File: src/rtl/weight_pingpong_buff.sv
// weight_pingpong_buff: two-bank weight buffer between the weight loader and
// the PE array. One bank fills while the other streams its kernel to the PEs
// a programmable number of passes. Banks are used strictly in alternation.
module weight_pingpong_buff #(
  parameter int DATA_WIDTH = 16,
  parameter int DEPTH      = 16
) (
  input  logic                  clk_i,
  input  logic                  rstn_i,
  input  logic                  clear_i,
  input  logic [7:0]            cfg_len_i,
  input  logic [7:0]            cfg_repeat_i,
  input  logic                  wr_valid_i,
  output logic                  wr_ready_o,
  input  logic [DATA_WIDTH-1:0] wr_data_i,
  output logic                  rd_valid_o,
  input  logic                  rd_ready_i,
  output logic [DATA_WIDTH-1:0] rd_data_o,
  output logic                  rd_last_o,
  output logic                  rd_final_o,
  output logic [1:0]            full_cnt_o
);

  localparam int         PTR_W   = (DEPTH > 1) ? $clog2(DEPTH) : 1;
  localparam logic [7:0] DEPTH_B = 8'(DEPTH);

  localparam logic [1:0] ST_EMPTY    = 2'd0;
  localparam logic [1:0] ST_FILLING  = 2'd1;
  localparam logic [1:0] ST_FULL     = 2'd2;
  localparam logic [1:0] ST_DRAINING = 2'd3;

  logic [DATA_WIDTH-1:0] mem_q [2][DEPTH];

  logic [1:0]       state_q [2];
  logic [1:0]       state_d [2];
  logic [7:0]       len_q [2];
  logic [7:0]       len_d [2];
  logic [7:0]       rep_q [2];
  logic [7:0]       rep_d [2];
  logic             wb_q, wb_d;
  logic             rb_q, rb_d;
  logic [PTR_W-1:0] wrPtr_q, wrPtr_d;
  logic [PTR_W-1:0] rdPtr_q, rdPtr_d;
  logic [7:0]       passCnt_q, passCnt_d;

  logic [7:0] cfgLenClamped;
  logic [7:0] cfgRepClamped;
  logic [7:0] wrLen;
  logic       wrLastBeat;
  logic       wrFire;
  logic       rdFire;
  logic       busy0;
  logic       busy1;

  // A zero length or repeat still means one word / one pass; lengths beyond
  // the bank size are cut to the bank size.
  assign cfgLenClamped = (cfg_len_i == 8'd0)   ? 8'd1 :
                         (cfg_len_i > DEPTH_B) ? DEPTH_B : cfg_len_i;
  assign cfgRepClamped = (cfg_repeat_i == 8'd0) ? 8'd1 : cfg_repeat_i;

  assign wr_ready_o = (state_q[wb_q] == ST_EMPTY) || (state_q[wb_q] == ST_FILLING);
  assign rd_valid_o = (state_q[rb_q] == ST_FULL)  || (state_q[rb_q] == ST_DRAINING);
  assign rd_data_o  = mem_q[rb_q][rdPtr_q];
  assign rd_last_o  = rd_valid_o && (8'(rdPtr_q) == (len_q[rb_q] - 8'd1));
  assign rd_final_o = rd_last_o && (passCnt_q == (rep_q[rb_q] - 8'd1));

  assign wrFire = wr_valid_i && wr_ready_o;
  assign rdFire = rd_valid_o && rd_ready_i;

  // The first beat of a load uses the freshly sampled length, later beats the
  // latched one, so a one-word kernel completes on its only beat.
  assign wrLen      = (state_q[wb_q] == ST_EMPTY) ? cfgLenClamped : len_q[wb_q];
  assign wrLastBeat = (8'(wrPtr_q) == (wrLen - 8'd1));

  assign busy0      = (state_q[0] == ST_FULL) || (state_q[0] == ST_DRAINING);
  assign busy1      = (state_q[1] == ST_FULL) || (state_q[1] == ST_DRAINING);
  assign full_cnt_o = 2'(busy0) + 2'(busy1);

  // Next-state for bank states, stored kernel shapes and both side pointers.
  always_comb begin
    state_d   = state_q;
    len_d     = len_q;
    rep_d     = rep_q;
    wb_d      = wb_q;
    rb_d      = rb_q;
    wrPtr_d   = wrPtr_q;
    rdPtr_d   = rdPtr_q;
    passCnt_d = passCnt_q;

    if (clear_i) begin
      state_d[0] = ST_EMPTY;
      state_d[1] = ST_EMPTY;
      wb_d       = 1'b0;
      rb_d       = 1'b0;
      wrPtr_d    = '0;
      rdPtr_d    = '0;
      passCnt_d  = '0;
    end else begin
      if (wrFire) begin
        if (state_q[wb_q] == ST_EMPTY) begin
          len_d[wb_q]   = cfgLenClamped;
          rep_d[wb_q]   = cfgRepClamped;
          state_d[wb_q] = ST_FILLING;
        end
        if (wrLastBeat) begin
          state_d[wb_q] = ST_FULL;
          wrPtr_d       = '0;
          wb_d          = ~wb_q;
        end else begin
          wrPtr_d = wrPtr_q + PTR_W'(1);
        end
      end

      if (rdFire) begin
        if (rd_final_o) begin
          state_d[rb_q] = ST_EMPTY;
          rdPtr_d       = '0;
          passCnt_d     = '0;
          rb_d          = ~rb_q;
        end else begin
          state_d[rb_q] = ST_DRAINING;
          if (rd_last_o) begin
            rdPtr_d   = '0;
            passCnt_d = passCnt_q + 8'd1;
          end else begin
            rdPtr_d = rdPtr_q + PTR_W'(1);
          end
        end
      end
    end
  end

  // Control registers; reset leaves both banks empty and pointing at bank 0.
  always_ff @(posedge clk_i or negedge rstn_i) begin
    if (!rstn_i) begin
      state_q[0] <= ST_EMPTY;
      state_q[1] <= ST_EMPTY;
      len_q[0]   <= '0;
      len_q[1]   <= '0;
      rep_q[0]   <= '0;
      rep_q[1]   <= '0;
      wb_q       <= 1'b0;
      rb_q       <= 1'b0;
      wrPtr_q    <= '0;
      rdPtr_q    <= '0;
      passCnt_q  <= '0;
    end else begin
      state_q   <= state_d;
      len_q     <= len_d;
      rep_q     <= rep_d;
      wb_q      <= wb_d;
      rb_q      <= rb_d;
      wrPtr_q   <= wrPtr_d;
      rdPtr_q   <= rdPtr_d;
      passCnt_q <= passCnt_d;
    end
  end

  // Bank storage: zeroed only by reset, clear leaves contents untouched.
  always_ff @(posedge clk_i or negedge rstn_i) begin
    if (!rstn_i) begin
      for (int b = 0; b < 2; b++) begin
        for (int i = 0; i < DEPTH; i++) begin
          mem_q[b][i] <= '0;
        end
      end
    end else if (wrFire && !clear_i) begin
      mem_q[wb_q][wrPtr_q] <= wr_data_i;
    end
  end

endmodule
File: config.mk
export PLATFORM = sky130hd
export DESIGN_NAME = weight_pingpong_buff
export DESIGN_NICKNAME = d
export VERILOG_FILES = /design/src/rtl/weight_pingpong_buff.sv
export SDC_FILE = /design/constraint.sdc
export NUM_CORES = 1
export LEC_CHECK = 0
export ABC_AREA = 1
export CAP_MARGIN = 10
export CORE_MARGIN = 8
export CORE_UTILIZATION = 25
export CTS_BUF_LIST = sky130_fd_sc_hd__clkbuf_4 sky130_fd_sc_hd__clkbuf_8 sky130_fd_sc_hd__clkbuf_16
export DETAILED_ROUTE_END_ITERATION = 6
export PLACE_DENSITY = 0.37
export SLEW_MARGIN = 20
export SYNTH_ARGS = -nofsm -noshare
export SYNTH_HDL_FRONTEND = slang
export SYNTH_SLANG_ARGS = --single-unit
File: constraint.sdc
create_clock -name clk_i -period 3.45 [get_ports clk_i]
set_input_delay 0.345 -clock clk_i [delete_from_list [all_inputs] [get_ports clk_i]]
set_output_delay 0.345 -clock clk_i [all_outputs]
set_load 0.01 [all_outputs]
==> metrics.md, run 1 <==
| Metric | Value |
|---|---|
| Least-Margin Pin Slew | 1.07 ns |
| GRT Overall Usage | 17.1% |
| CTS Sinks | approximately 570 |
| Kind of end point of the critical path | output pin |
| Post-route DRC | 0 |
| First-pass GRT wire length | 152 mm |
| Count leader, synth | o21ai_0 |
| CP top delay family | buffers and inverters |
| Via count of the first global-routing pass | approximately 22000 |
| Slowest CP cell | dfrtp_4 |
| Crit path top cell by count | buf_4 |
| ANT nets after route | 0 |
| Kind of critical path | reg -> out |
| Post-synth top area share | between 50% and 60% |
| Routed wire length | just over 100 mm |
| Pins Over Slew Limit | 0 |
| Design area | about 32000 sq um |
| Ranking of synthesized cells by area | dfrtp_1 54%, o21ai_0 16%, nand2_1 9.4% |
| YS warnings | 0 |
| Total chip power | about 18000 uW |
| Maximum VDD drop | about 0.29 mV |
| DRT Pass-1 Iters | 5 |
| Synth Register Bits | between 500 and 600 |
| Drt wl/cell | ~22 microns |
| Final setup viols | 0 |
| Hold_ws | 0.322 ns |
| Syn Nets | ~3200 |
| Fin. Hold Viols | 0 |
| Largest net degree at the start of global routing | between 70 and 80 |
| Post-synth top area cell | dfrtp_1 |
| H-tree depth | 3 |
| Synth Flop Type | dfrtp_1 |
| Area growth from synthesis to layout | 21.5% |
| Hold path depth | 3 |
| # fillers | ~11000 |
| Routed vias | approximately 23000 |
| Clock Skew | between 0.01 and 0.015 ns |
| Port bufs | 58 |
| RSZ-0062 raised after global routing | yes |
| Syn avg cell area | 8.40 sq um |
| Outcome | finished clean |
| Static Leak | roughly 0.014 uW |
| Fin nets | ~3200 |
| Worst path depth | 10 |
| Most instantiated cells after synthesis | 813 x o21ai_0, 654 x nand2_1, 566 x dfrtp_1 |
| Crit path buf inv count | 6 |
| Core area | 104000 sq um |
| Synth unique cells | 45 |
| Hold WC Path Type | in -> reg |
| Crit share post-route | approximately 95% |
| Post-synth EDFFs | 0 |
| Final min period | 3.29 ns |
| Die Area | roughly 120000 sq um |
| Ys async rst share | 100% |
| Crit start category | register |
| CTS tree | built |
| Share of cells above drive strength 1 | 11.8% |
| Drt via density | 4.96 |
| Cells after Synth | 3112 |
| DPL Wire Length | between 50 and 60 mm |
| Synthesized area | between 20000 and 30000 sq um |
| Crit path DAT | between 2 and 3 ns |
| Die Wd | around 340 microns |
| Max cap viols | 0 |
| CP Cell Sequence | inv_16 -> buf_4 -> buf_16 -> o21ai_0 -> o211ai_1 -> a31oi_1 -> buf_4 -> a32oi_4 -> buf_4 -> dlymetal6s2s_1 |
| Initial antenna violation count | 0 |
| Pwr/cell area | around 580 nW/um^2 |
| Slew HR | between 20% and 30% |
| I/O pin cnt | 59 |
| Fmax | just over 0.3 GHz |
| Seq/Total Area, Yosys | 54.2% |
| Register area | 14200 sq um |
| Reg2Reg Depth | 21 |
| CTS Buffer Depth | 3 |
| GRT overflow | 0 |
| Worst Slack Setup Final | between 0.15 and 0.2 ns |
| Die extent in y | about 340 microns |
| Crit path largest cell delay | around 0.58 ns |
| Site Rows | 118 |
| Crit Path Max Fanout | 20 |
| Place WS | 0.0390 ns |
| Clock transition at the registers of the reported paths | about 0.06 ns |
| Starting Density | about a quarter |
| Root Buffer | clkbuf_16 |
| Clock Latency Late Sink | around 0.62 ns |
| CTS buffer count | 71 |
| Area of the multi-input gates | between 10000 and 15000 sq um |
| Worst endpoint required time | 3.11 ns |
| Post-placement cell area | 28500 sq um |
| Drt first-iter violations | 1799 |
| Global placer's final weighted congestion | about 0.8 |
cells by family (layout without fill, tap and decap cells):
group | after synthesis | after routing | synth area share, %
xor gates and xnor gates | 27 | 27 | 0.934
other | 0 | 1 | 0
muxes | 2 | 2 | 0.0766
buffers and inverters | 373 | 431 | 5.67
adders and majority gates | 10 | 10 | 0.479
and+or+nand+nor | 1099 | 1099 | 17.1
AOI/OAI and AO/OA | 1035 | 1035 | 21.5
DFF | 566 | 566 | 54.2
registers in the layout, indices dropped and copies added (netlist names), 4 cells and up:
| signal | count |
|---|---|
| passCnt_q | 8 |
| state_q | 4 |
| mem_q | 512 |
| rep_q | 16 |
| wrPtr_q | 4 |
| len_q | 16 |
| rdPtr_q | 4 |
through the flow:
step	instances	TNS, ns	util, %
3_5_place_dp	4394	0	27.5
2_1_floorplan	3112	0	-
5_1_grt	4550	-0.0237	30.6
4_1_cts	4542	-0.774	30.5
6_report	4551	0	30.6
3_3_place_gp	4394	0	27.5
worst reg2reg max path, stage by stage (launching register included):
cell and delay (ns):
dfrtp_1 0.41, inv_2 0.12, nand2_1 0.10, nand2_2 0.11, inv_2 0.05, nor2_1 0.37, buf_4 0.22, nand2_1 0.06
nand2_1 0.09, ha_1 0.24, xor2_1 0.18, nand2_1 0.07, nor2_1 0.11, nand3_1 0.08, nor2_1 0.10, nand2_1 0.06
nor2_1 0.14, nand2_1 0.13, inv_2 0.08, nand2_1 0.07, nand2_1 0.06, a21oi_1 0.06
final cells by class:
type / count / area share [%]
multi-input cells: 2173 / 33.8
diodes: 1 / 0.00788
clock buffers: 106 / 6.68
inverters: 100 / 1.26
repair buffers: 206 / 7.60
well taps: 1380 / 5.44
flip-flops and latches: 566 / 44.6
clock inverters: 19 / 0.607
where the power goes:
group / switching (uW) / total [uW] / internal (uW)
registers: 369 / 7690 / 7320
clock network: 2980 / 7460 / 4480
logic: 1990 / 3240 / 1250
total: 5340 / 18400 / 13100
worst paths after layout:
check / to / slack (ns) / startpoint
hold / removal: mem_q[395] / 0.32 / wr_data_i[11]
max in group asynchronous: mem_q[105] / 2.07 / rstn_i
setup reg to reg: state_q[0] / 0.43 / wb_q
min in group asynchronous: mem_q[247] / 0.37 / rstn_i
setup / recovery: rd_data_o[3] / 0.16 / rb_q
hold reg to reg: mem_q[124] / 0.48 / mem_q[124]
cells in the final DEF (no fill, tap or decap), types with 23 or more instances in the layout:
cell / instances
a21oi_1: 27
buf_12: 23
buf_4: 105
clkbuf_16: 74
clkbuf_4: 24
clkdlybuf4s50_1: 39
dfrtp_1: 563
inv_1: 80
nand2_1: 653
nand3_1: 54
nor2_1: 321
o21ai_0: 800
o21ai_1: 45
o221ai_1: 78
o22ai_1: 34
metal layers:
layer  GRT usage (%)  up-vias  share of wire (%)
li1                -    10600                  -
met1            24.9    11300                 49
met2            26.2      609                 43
met3            2.65      145                4.6
met4            4.93        0                2.8
met5               0        -                  0
repair_timing:
| item | 4_1_cts | 5_1_grt |
|---|---|---|
| gates resized for setup | 83 | 41 |
| pin swaps | 11 | 12 |
| cloned | 13 | 2 |
| hold buffers | 1 | 0 |
| setup buffers | 9 | 6 |
| endpoints found under the hold margin | 62 | 0 |
| setup endpoints to repair | 18 | 11 |
No activity file was read; power rests on OpenSTA's default activity.
==> inputs of run 2 (changes only) <==
- GPL_TIMING_DRIVEN: not set -> 0
- TNS_END_PERCENT: not set -> 20
==> run 2 against run 1 <==
Compared with the run above: the flow now finishes with violations (negative setup slack); utilization increased by 1.1 points; sequential power up 1%; clock skew is 0.029 ns higher; global-route usage grew 6.1 points; wire length increased by 36%; clock power rose by 4.4%; count of clock-buffer cells in the layout rose by 7; via count increased by 9.3%; final cell count increased by 3.3%; first-iteration DRC count rose by 52%; register-to-register slack got worse by 0.37 ns; largest cell class unchanged; highest routed layer unchanged.
==> metrics.md, run 2 (synthesis gave the netlist of run 1 again) <==
| Metric | Value |
|---|---|
| Crit Path Max Fanout | 10 (was 20) |
| DPL Wire Length | 99.6 mm (was 57.4 mm) |
| Root Buffer | clkbuf_16 (unchanged) |
| Outcome | complete, but fails checks (was finished clean) |
| Drt via density | 5.25 (was 4.96) |
| Slowest CP cell | dfrtp_1 (was dfrtp_4) |
| Crit path DAT | 3.18 ns (was 2.95 ns) |
| Via count of the first global-routing pass | 24400 (was 22400) |
| Slew HR | 15.8% (was 28.4%) |
| Worst endpoint required time | 3.11 ns (about the same) |
| Failing checks | negative setup slack |
| Clock Skew | 0.0419 ns (was 0.0131 ns) |
| Routed wire length | 138 mm (was 101 mm) |
| CP Cell Sequence | buf_6 -> buf_12 -> buf_12 -> buf_12 -> buf_12 -> buf_8 -> nor2_1 -> o221ai_2 -> nand3_2 -> a31oi_4 -> clkdlybuf4s15_2 (was inv_16 -> buf_4 -> buf_16 -> o21ai_0 -> o211ai_1 -> a31oi_1 -> buf_4 -> a32oi_4 -> buf_4 -> dlymetal6s2s_1) |
| Most flops, register | mem_q (unchanged) |
| Core area | 104000 sq um (unchanged) |
| Hold_ws | 0.196 ns (was 0.322 ns) |
| CTS tree | built (unchanged) |
| Top flop regs | mem_q (512), len_q (16), rep_q (16) (unchanged) |
| Post-route DRC | 0 (unchanged) |
| Final setup viols | 6 (was 0) |
| Most common cell after layout, fill and taps aside | o21ai_0 (unchanged) |
| Pwr/cell area | 593 nW/um^2 (was 579 nW/um^2) |
| Largest register FFs | 512 (unchanged) |
| Area growth from synthesis to layout | 26.0% (was 21.5%) |
| Sw Ratio | 31.9% (was 29.1%) |
| Clock Latency Late Sink | 0.65 ns (was 0.62 ns) |
| Clock transition at the registers of the reported paths | 0.06 ns (about the same) |
| GRT Overall Usage | 23.3% (was 17.1%) |
| P_int | 13300 uW (was 13100 uW) |
| Comb power frac | 20.2% (was 17.6%) |
| Share of cells above drive strength 1 | 14.2% (was 11.8%) |
| Initial antenna violation count | 11 (was 0) |
| Crit path largest cell delay | 0.40 ns (was 0.58 ns) |
| I/O pin cnt | 59 (unchanged) |
| Least-Margin Pin Slew | 1.26 ns (was 1.07 ns) |
| Crit path top cell by count | buf_12 (was buf_4) |
| Fin nets | 3306 (was 3165) |
| Drt wl/cell | 29.4 microns (was 22.2 microns) |
| Site Rows | 118 (unchanged) |
| Static Leak | 0.0143 uW (was 0.0141 uW) |
| Kind of critical path | reg -> out (unchanged) |
| H-tree depth | 3 (unchanged) |
| Worst Slack Setup Final | -0.0719 ns (was 0.160 ns) |
| Port bufs | 58 (unchanged) |
| CTS Buffer Depth | 3 (unchanged) |
| Crit start category | register (unchanged) |
| Hold WC Path Type | in -> async (was in -> reg) |
| Pins Over Slew Limit | 0 (unchanged) |
| Commonest non-fill, non-tap cells in the layout | 780 x o21ai_0, 654 x nand2_1, 565 x dfrtp_1 (was 800 x o21ai_0, 653 x nand2_1, 563 x dfrtp_1) |
| Drt first-iter violations | 2742 (was 1799) |
| Die extent in y | 339 microns (unchanged) |
| ANT nets after route | 0 (unchanged) |
| Kind of end point of the critical path | output pin (unchanged) |
| Global placer's final weighted congestion | 0.974 (was 0.800) |
| DRT Pass-1 Iters | 6 (was 5) |
| Die Wd | 339 microns (unchanged) |
| Total chip power | 19500 uW (was 18400 uW) |
| First-pass GRT wire length | 194 mm (was 152 mm) |
| Starting Density | 25.2% (unchanged) |
| RSZ-0062 raised after global routing | yes (unchanged) |
| Final min period | 3.52 ns (was 3.29 ns) |
| Fmax | 0.284 GHz (was 0.304 GHz) |
| Maximum VDD drop | 0.324 mV (was 0.286 mV) |
| Sw power | 6230 uW (was 5340 uW) |
| Die Area | 115000 sq um (unchanged) |
| CTS Sinks | 566 (unchanged) |
| Routed vias | 24700 (was 22600) |
| Fin. Hold Viols | 0 (unchanged) |
| Post-placement cell area | 28600 sq um (was 28500 sq um) |
| Crit share post-route | 102% (was 95.4%) |
| Clock share of power | 39.9% (was 40.6%) |
| Max cap viols | 0 (unchanged) |
| Largest net degree at the start of global routing | 90 (was 79) |
| GRT overflow | 0 (unchanged) |
| Design area | 32900 sq um (was 31800 sq um) |
| Sequential power share | 39.9% (was 41.8%) |
| CTS buffer count | 71 (unchanged) |
==> run 2: through the flow <==
step	util [%]	setup TNS, ns	setup slack [ns]	std cells
after detailed placement	27.6	-23.10	-1.66	4557
after floorplan	-	0	1.01	3112
after global placement	27.4	-	-26.52	4550
after CTS	31.5	-1.08	-0.107	4692
final	31.8	-0.226	-0.0719	4700
after global routing	31.8	-0.557	-0.0952	4694
==> run 2: worst paths after layout <==
check / startpoint / endpoint / slack (ns) / cells past startpoint
worst max-delay path: rb_q / rd_data_o[9] / -0.07 / 11
worst min-delay path: rstn_i / mem_q[69] / 0.20 / 2
worst max register to register: wrPtr_q[2] / mem_q[150] / 0.06 / 7
worst min register to register: mem_q[83] / mem_q[83] / 0.48 / 2
max in group asynchronous: rstn_i / mem_q[440] / 1.61 / 5
min in group clk_i: wr_data_i[2] / mem_q[386] / 0.30 / 3
==> run 2: metal layers <==
metal / vias up / GRT usage, % / routed length [microns]
li1: 10900 / - / -
met2: 993 / 34.6 / 59000
met1: 12600 / 33.1 / 62600
met4: 0 / 9.71 / 6470
met5: - / 0 / 0
met3: 248 / 4.15 / 9940
==> run 2: critical path: cells and delay by family (launching register included) <==
family	cells	cell delay, ns
AOI/OAI and AO/OA	2	0.65
buffers and inverters	7	1.19
DFF	1	0.40
and+or+nand+nor	2	0.26
==> run 2: cell type report <==
cell class	count	area, sq um
antenna	6	15.0
buffer	270	1860
clock buffer	113	2280
clock inverter	15	118
fill	11100	70700
inverter	100	380
multi-input combinational	2173	11500
sequential	566	14200
tap	1380	1730
timing repair buffer	77	866
==> run 2: power groups by stage <==
stage / Sequential [uW] / Clock, uW / Combinational (uW)
2_1_floorplan: 7690 / 0 / 1830
3_3_place_gp: 7910 / 0 / 3410
3_5_place_dp: 7870 / 0 / 3450
4_1_cts: 7760 / 7910 / 3810
5_1_grt: 7850 / 8170 / 4270
6_report: 7780 / 7790 / 3950
==> run 2: timing repair <==
| item | in CTS | in global routing |
|---|---|---|
| hold endpoints to repair | 36 | 0 |
| pin swaps | 61 | 51 |
| endpoints found under the setup margin | 18 | 17 |
| hold buffers | 1 | 0 |
| resized for setup | 453 | 99 |
| setup buffers | 8 | 3 |
==> inputs of run 3 (changes only) <==
- CORE_ASPECT_RATIO: not set -> 0.7
==> run 3 against run 2 <==
Compared with the run above: the run still ends with negative setup slack left; critical path depth down 3; final cell count down 0.26%; power down 2.1%; utilization down 0.19 points; maximum frequency down 2.7%; cell area down 0.33%; clock skew down 0.018 ns; worst hold slack better by 0.033 ns; count of clock-buffer cells in the layout down 10; setup slack worse by 0.097 ns; die area up 0.15%; largest power group is now sequential cells.
==> metrics.md, run 3 (synthesis gave the netlist of run 1 again) <==
| Metric | Value |
|---|---|
| Outcome | complete, but fails checks (unchanged) |
| CTS Sinks | 566 (unchanged) |
| Drt first-iter violations | 3153 (was 2742) |
| DRT Pass-1 Iters | 6 (unchanged) |
| Least-Margin Pin Slew | 1.26 ns (about the same) |
| R2R setup slack | 0.33 ns (was 0.06 ns) |
| Final min period | 3.62 ns (was 3.52 ns) |
| RSZ-0062 raised after global routing | yes (unchanged) |
| Post-placement cell area | 28600 sq um (about the same) |
| Most common cell after layout, fill and taps aside | o21ai_0 (unchanged) |
| Crit start category | register (unchanged) |
| Root Buffer | clkbuf_16 (unchanged) |
| Crit share post-route | 105% (was 102%) |
| Fin nets | 3317 (was 3306) |
| # fillers | 11100 (about the same) |
| Largest register FFs | 512 (unchanged) |
| Drt via density | 5.36 (was 5.25) |
| Die Area | 115000 sq um (about the same) |
| Pins Over Slew Limit | 0 (unchanged) |
| I/O pin cnt | 59 (unchanged) |
| Global placer's final weighted congestion | 0.955 (was 0.974) |
| Drt wl/cell | 30.3 microns (was 29.4 microns) |
| Starting Density | 25.1% (was 25.2%) |
| Kind of end point of the critical path | output pin (unchanged) |
| Clock transition at the registers of the reported paths | 0.06 ns (about the same) |
| Share of cells above drive strength 1 | 14.1% (was 14.2%) |
| Post-route DRC | 0 (unchanged) |
| Routed wire length | 142 mm (was 138 mm) |
| Failing checks | negative setup slack (unchanged) |
| Worst Slack Setup Final | -0.168 ns (was -0.0719 ns) |
| Die extent in y | 286 microns (was 339 microns) |
| CTS tree | built (unchanged) |
| Crit path DAT | 3.27 ns (was 3.18 ns) |
| Place WS | -1.49 ns (was -1.66 ns) |
| GRT overflow | 0 (unchanged) |
| Commonest non-fill, non-tap cells in the layout | 783 x o21ai_0, 653 x nand2_1, 564 x dfrtp_1 (was 780 x o21ai_0, 654 x nand2_1, 565 x dfrtp_1) |
| Finished Layout Cells | 4688 (was 4700) |
| Max cap viols | 0 (unchanged) |
| GRT Overall Usage | 24.0% (was 23.3%) |
| CTS buffer count | 66 (was 71) |
| CTS Buffer Depth | 3 (unchanged) |
| Area growth from synthesis to layout | 25.6% (was 26.0%) |
| Kind of critical path | reg -> out (unchanged) |
| Routed vias | 25100 (was 24700) |
| Crit Path Max Fanout | 10 (unchanged) |
| Via count of the first global-routing pass | 23800 (was 24400) |
| Top flop regs | mem_q (512), len_q (16), rep_q (16) (unchanged) |
| Clock Skew | 0.0236 ns (was 0.0419 ns) |
| Pwr/cell area | 582 nW/um^2 (was 593 nW/um^2) |
| H-tree depth | 3 (unchanged) |
| Slew HR | 16.0% (was 15.8%) |
| Initial antenna violation count | 22 (was 11) |
| DPL Wire Length | 103 mm (was 99.6 mm) |
| Hold WC Path Type | in -> async (unchanged) |
| Largest net degree at the start of global routing | 91 (was 90) |
| Final setup viols | 15 (was 6) |
| Fin. Hold Viols | 0 (unchanged) |
| Port bufs | 58 (unchanged) |
| Clock Latency Late Sink | 0.66 ns (was 0.65 ns) |
| Dpl cells | 4540 (was 4557) |
| Design area | 32800 sq um (was 32900 sq um) |
| Site Rows | 99 (was 118) |
| Fmax | 0.276 GHz (was 0.284 GHz) |
| Die Wd | 402 microns (was 339 microns) |
| Static Leak | 0.0142 uW (was 0.0143 uW) |
| Maximum VDD drop | 0.347 mV (was 0.324 mV) |
| ANT nets after route | 0 (unchanged) |
| Most flops, register | mem_q (unchanged) |
| Worst endpoint required time | 3.11 ns (about the same) |
| Core area | 104000 sq um (about the same) |
| First-pass GRT wire length | 197 mm (was 194 mm) |
## run 3: cell count changes in the layout (fill, tap and decap cells not counted), moves of 6 or more
cell       before  now
o221ai_2       51   22
o21ai_2        24   13
clkbuf_2       19   36
clkbuf_16      82   75
o221ai_4        1    9
buf_4          19   33
nor2_1        318  312
clkbuf_1      148  142
o221ai_1       28   49
## run 3: per-layer routing
layer / vias to the layer above / wire [microns] / part of all wire (%) / global-route usage, %
li1: 10900 / - / - / -
met1: 12800 / 67800 / 48 / 37.2
met2: 1217 / 54000 / 38 / 31.4
met3: 213 / 15700 / 11 / 7.19
met4: 2 / 4520 / 3.2 / 6.73
met5: - / 13 / 0.0091 / 0
## run 3: worst paths after layout
| check | start | cells after the start | endpoint |
|---|---|---|---|
| worst min-delay path | rstn_i | 2 | rep_q[6] |
| worst min register to register | mem_q[137] | 2 | mem_q[137] |
| worst max register to register | wb_q | 17 | wrPtr_q[3] |
| min in group clk_i | cfg_repeat_i[7] | 3 | rep_q[7] |
| worst max-delay path | rdPtr_q[0] | 8 | rd_data_o[10] |
| max in group asynchronous | rstn_i | 5 | mem_q[188] |
## run 3: final cells by class
type	count	area, sq um	share of cell area (%)
well taps	1363	1710	5.20
multi-input cells	2173	11500	35.1
inverters	100	377	1.15
clock buffers	103	2050	6.26
flip-flops and latches	566	14200	43.2
repair buffers	92	1060	3.23
diodes	4	10.0	0.0305
clock inverters	16	151	0.461
plain buffers	271	1770	5.40
## run 3: worst max-delay path, cell delays in order (launching register included)
cell and delay, ns:
dfrtp_1 0.35, clkbuf_4 0.24, clkbuf_2 0.32, buf_4 0.34
o21ai_0 0.29, o221ai_1 0.29, nand3_1 0.23, a32oi_2 0.34
buf_2 0.20
## run 3: where the power goes
part	internal, uW	switching, uW
sequential	7320	481
clock	4200	3160
combinational	1340	2610
total	12900	6250
## run 3: what timing repair did
action,in CTS,in global routing
hold buffers,1,0
gates cloned,1,2
endpoints found under the hold margin,49,0
pin swaps,43,49
setup endpoints to repair,18,18
buffers inserted,6,17
resized for setup,410,106
## run 3: through the flow
stage          power [uW]  util [%]  TNS (ns)  hold slack [ns]
2_1_floorplan        9510         -         0           0.0494
3_3_place_gp        11300      27.3         -            0.461
3_5_place_dp        11300      27.5    -19.16            0.330
4_1_cts             19000      31.1     -2.72            0.220
5_1_grt             19800      31.6     -2.22            0.258
6_report            19100      31.6     -1.15            0.229
==> RTL edit: new RTL, config.mk and constraints of run 1 <==
The parameter `DATA_WIDTH` goes from 16 to 24.
--- a/src/rtl/weight_pingpong_buff.sv
+++ b/src/rtl/weight_pingpong_buff.sv
@@ -2,7 +2,7 @@
 // the PE array. One bank fills while the other streams its kernel to the PEs
 // a programmable number of passes. Banks are used strictly in alternation.
 module weight_pingpong_buff #(
-  parameter int DATA_WIDTH = 16,
+  parameter int DATA_WIDTH = 24,
   parameter int DEPTH      = 16
 ) (
   input  logic                  clk_i,
Interface: changed (resized rd_data_o and wr_data_i); port bits go from 59 to 75. No check against the original RTL was run, so the function may have changed too.
==> RTL edit against run 1 <==
  * The run now ends with setup timing left
  * Setup slack got worse by 200 ps
  * First-iteration DRC count rose by 34%
  * Wire length rose by 51%
  * Combinational power rose by 61%
  * Area after synthesis rose by 44%
  * Sequential share of layout area fell by 0.64 points
  * Sequential cell count rose by 256
  * Synthesized cell count rose by 43%
  * Die area rose by 42%
  * Power rose by 50%
  * Final area rose by 47%
==> RTL edit: results (changes against run 1) <==
run status - complete, but fails checks (was completed)
violated checks - setup timing
first-pass iteration count of the detailed router - 7 (was 5)
Wirelength per Cell - 23.1 um (was 22.2 um)
register-to-register path setup slack - 210 ps (was 430 ps)
Setup violations, final - 4 (was 0)
global router's overall resource usage - 0.183 (was 0.171)
sequential-cell power consumption - 10900 uW (was 7690 uW)
initial antenna violation count - 2 (was 0)
count of non-filler cells in the finished layout - 6585 (was 4551)
Final nets - 4540 (was 3165)
Fin Setup TNS - -102 ps (was 0 ps)
pin count of the biggest net entering global routing - 93 (was 79)
total clock buffers created by CTS - 102 (was 71)
min setup slack post-route - -36.4 ps (was 160 ps)
Setup Buffers After CTS - 42 (was 9)
leakage power - 0.0205 uW (was 0.0141 uW)
total of fill cells in the finished design - 16000 (was 11000)
worst-skew pair later-pin latency - 720 ps (was 620 ps)
maximum vdd ir drop - 0.000386 V (was 0.000286 V)
Worst Max-Slew Pin Slew - 1090 ps (was 1070 ps)
arrival time at the worst endpoint - 3140 ps (was 2950 ps)
total cell area at the placement stage - 41300 sq um (was 28500 sq um)
HPWL Detailed - 86.7 mm (was 57.4 mm)
clock skew - 49.4 ps (was 13.1 ps)
final weighted congestion of routability-driven global placement - 0.754 (was 0.800)
biggest area contributors in the synthesized netlist - dfrtp_1 (55%), o21ai_0 (15%), nand2_1 (8.4%) (was dfrtp_1 (54%), o21ai_0 (16%), nand2_1 (9.4%))
Gates resized, CTS repair - 208 (was 83)
overall power after layout - 27600 uW (was 18400 uW)
number of port buffers - 74 (was 58)
sequential cell area fraction in the yosys report - 0.547 (was 0.542)
leading registers by flop count - mem_q x768, len_q x16, rep_q x16 (was mem_q x512, len_q x16, rep_q x16)
number of design-rule violations left by the first detailed-router iteration - 2411 (was 1799)
endpoint with the worst hold slack - mem_q[593] (was mem_q[395])
fraction of layout instances using a drive strength above 1 - 0.137 (was 0.118)
hold wc startpoint - wr_data_i[17] (was wr_data_i[11])
internal power of the cells - 19500 uW (was 13100 uW)
worst hold slack - 213 ps (was 322 ps)
RTL edit: cell families (layout without fill, tap and decap cells):
logic type,after synthesis,count (layout),synth area share
compound gates,1518,1518,0.222
xor+xnor,23,23,0.00576
fa+ha+maj,10,10,0.00333
buf+inv,538,650,0.0583
flops,822,822,0.547
mux,1,1,0.000266
other cells,0,1,0
simple gates,1544,1544,0.163
RTL edit: layout make-up:
class                   instances  area [sq um]  area share
diodes                          1          2.50   0.0000535
repair buffers                344          4220      0.0902
inverters                     118           484      0.0103
clock buffers                 162          3210      0.0687
multi-input cells            3096         15300       0.328
well taps                    2016          2520      0.0539
repair inverters                1          8.76    0.000187
flip-flops and latches        822         20600       0.440
clock inverters                25           414     0.00885
RTL edit: per-layer routing:
metal	vias up	share of wire	global-route usage
li1	15200	-	-
met1	16000	0.48	0.262
met2	653	0.45	0.289
met3	185	0.041	0.0282
met4	2	0.023	0.0428
met5	-	0.000085	0
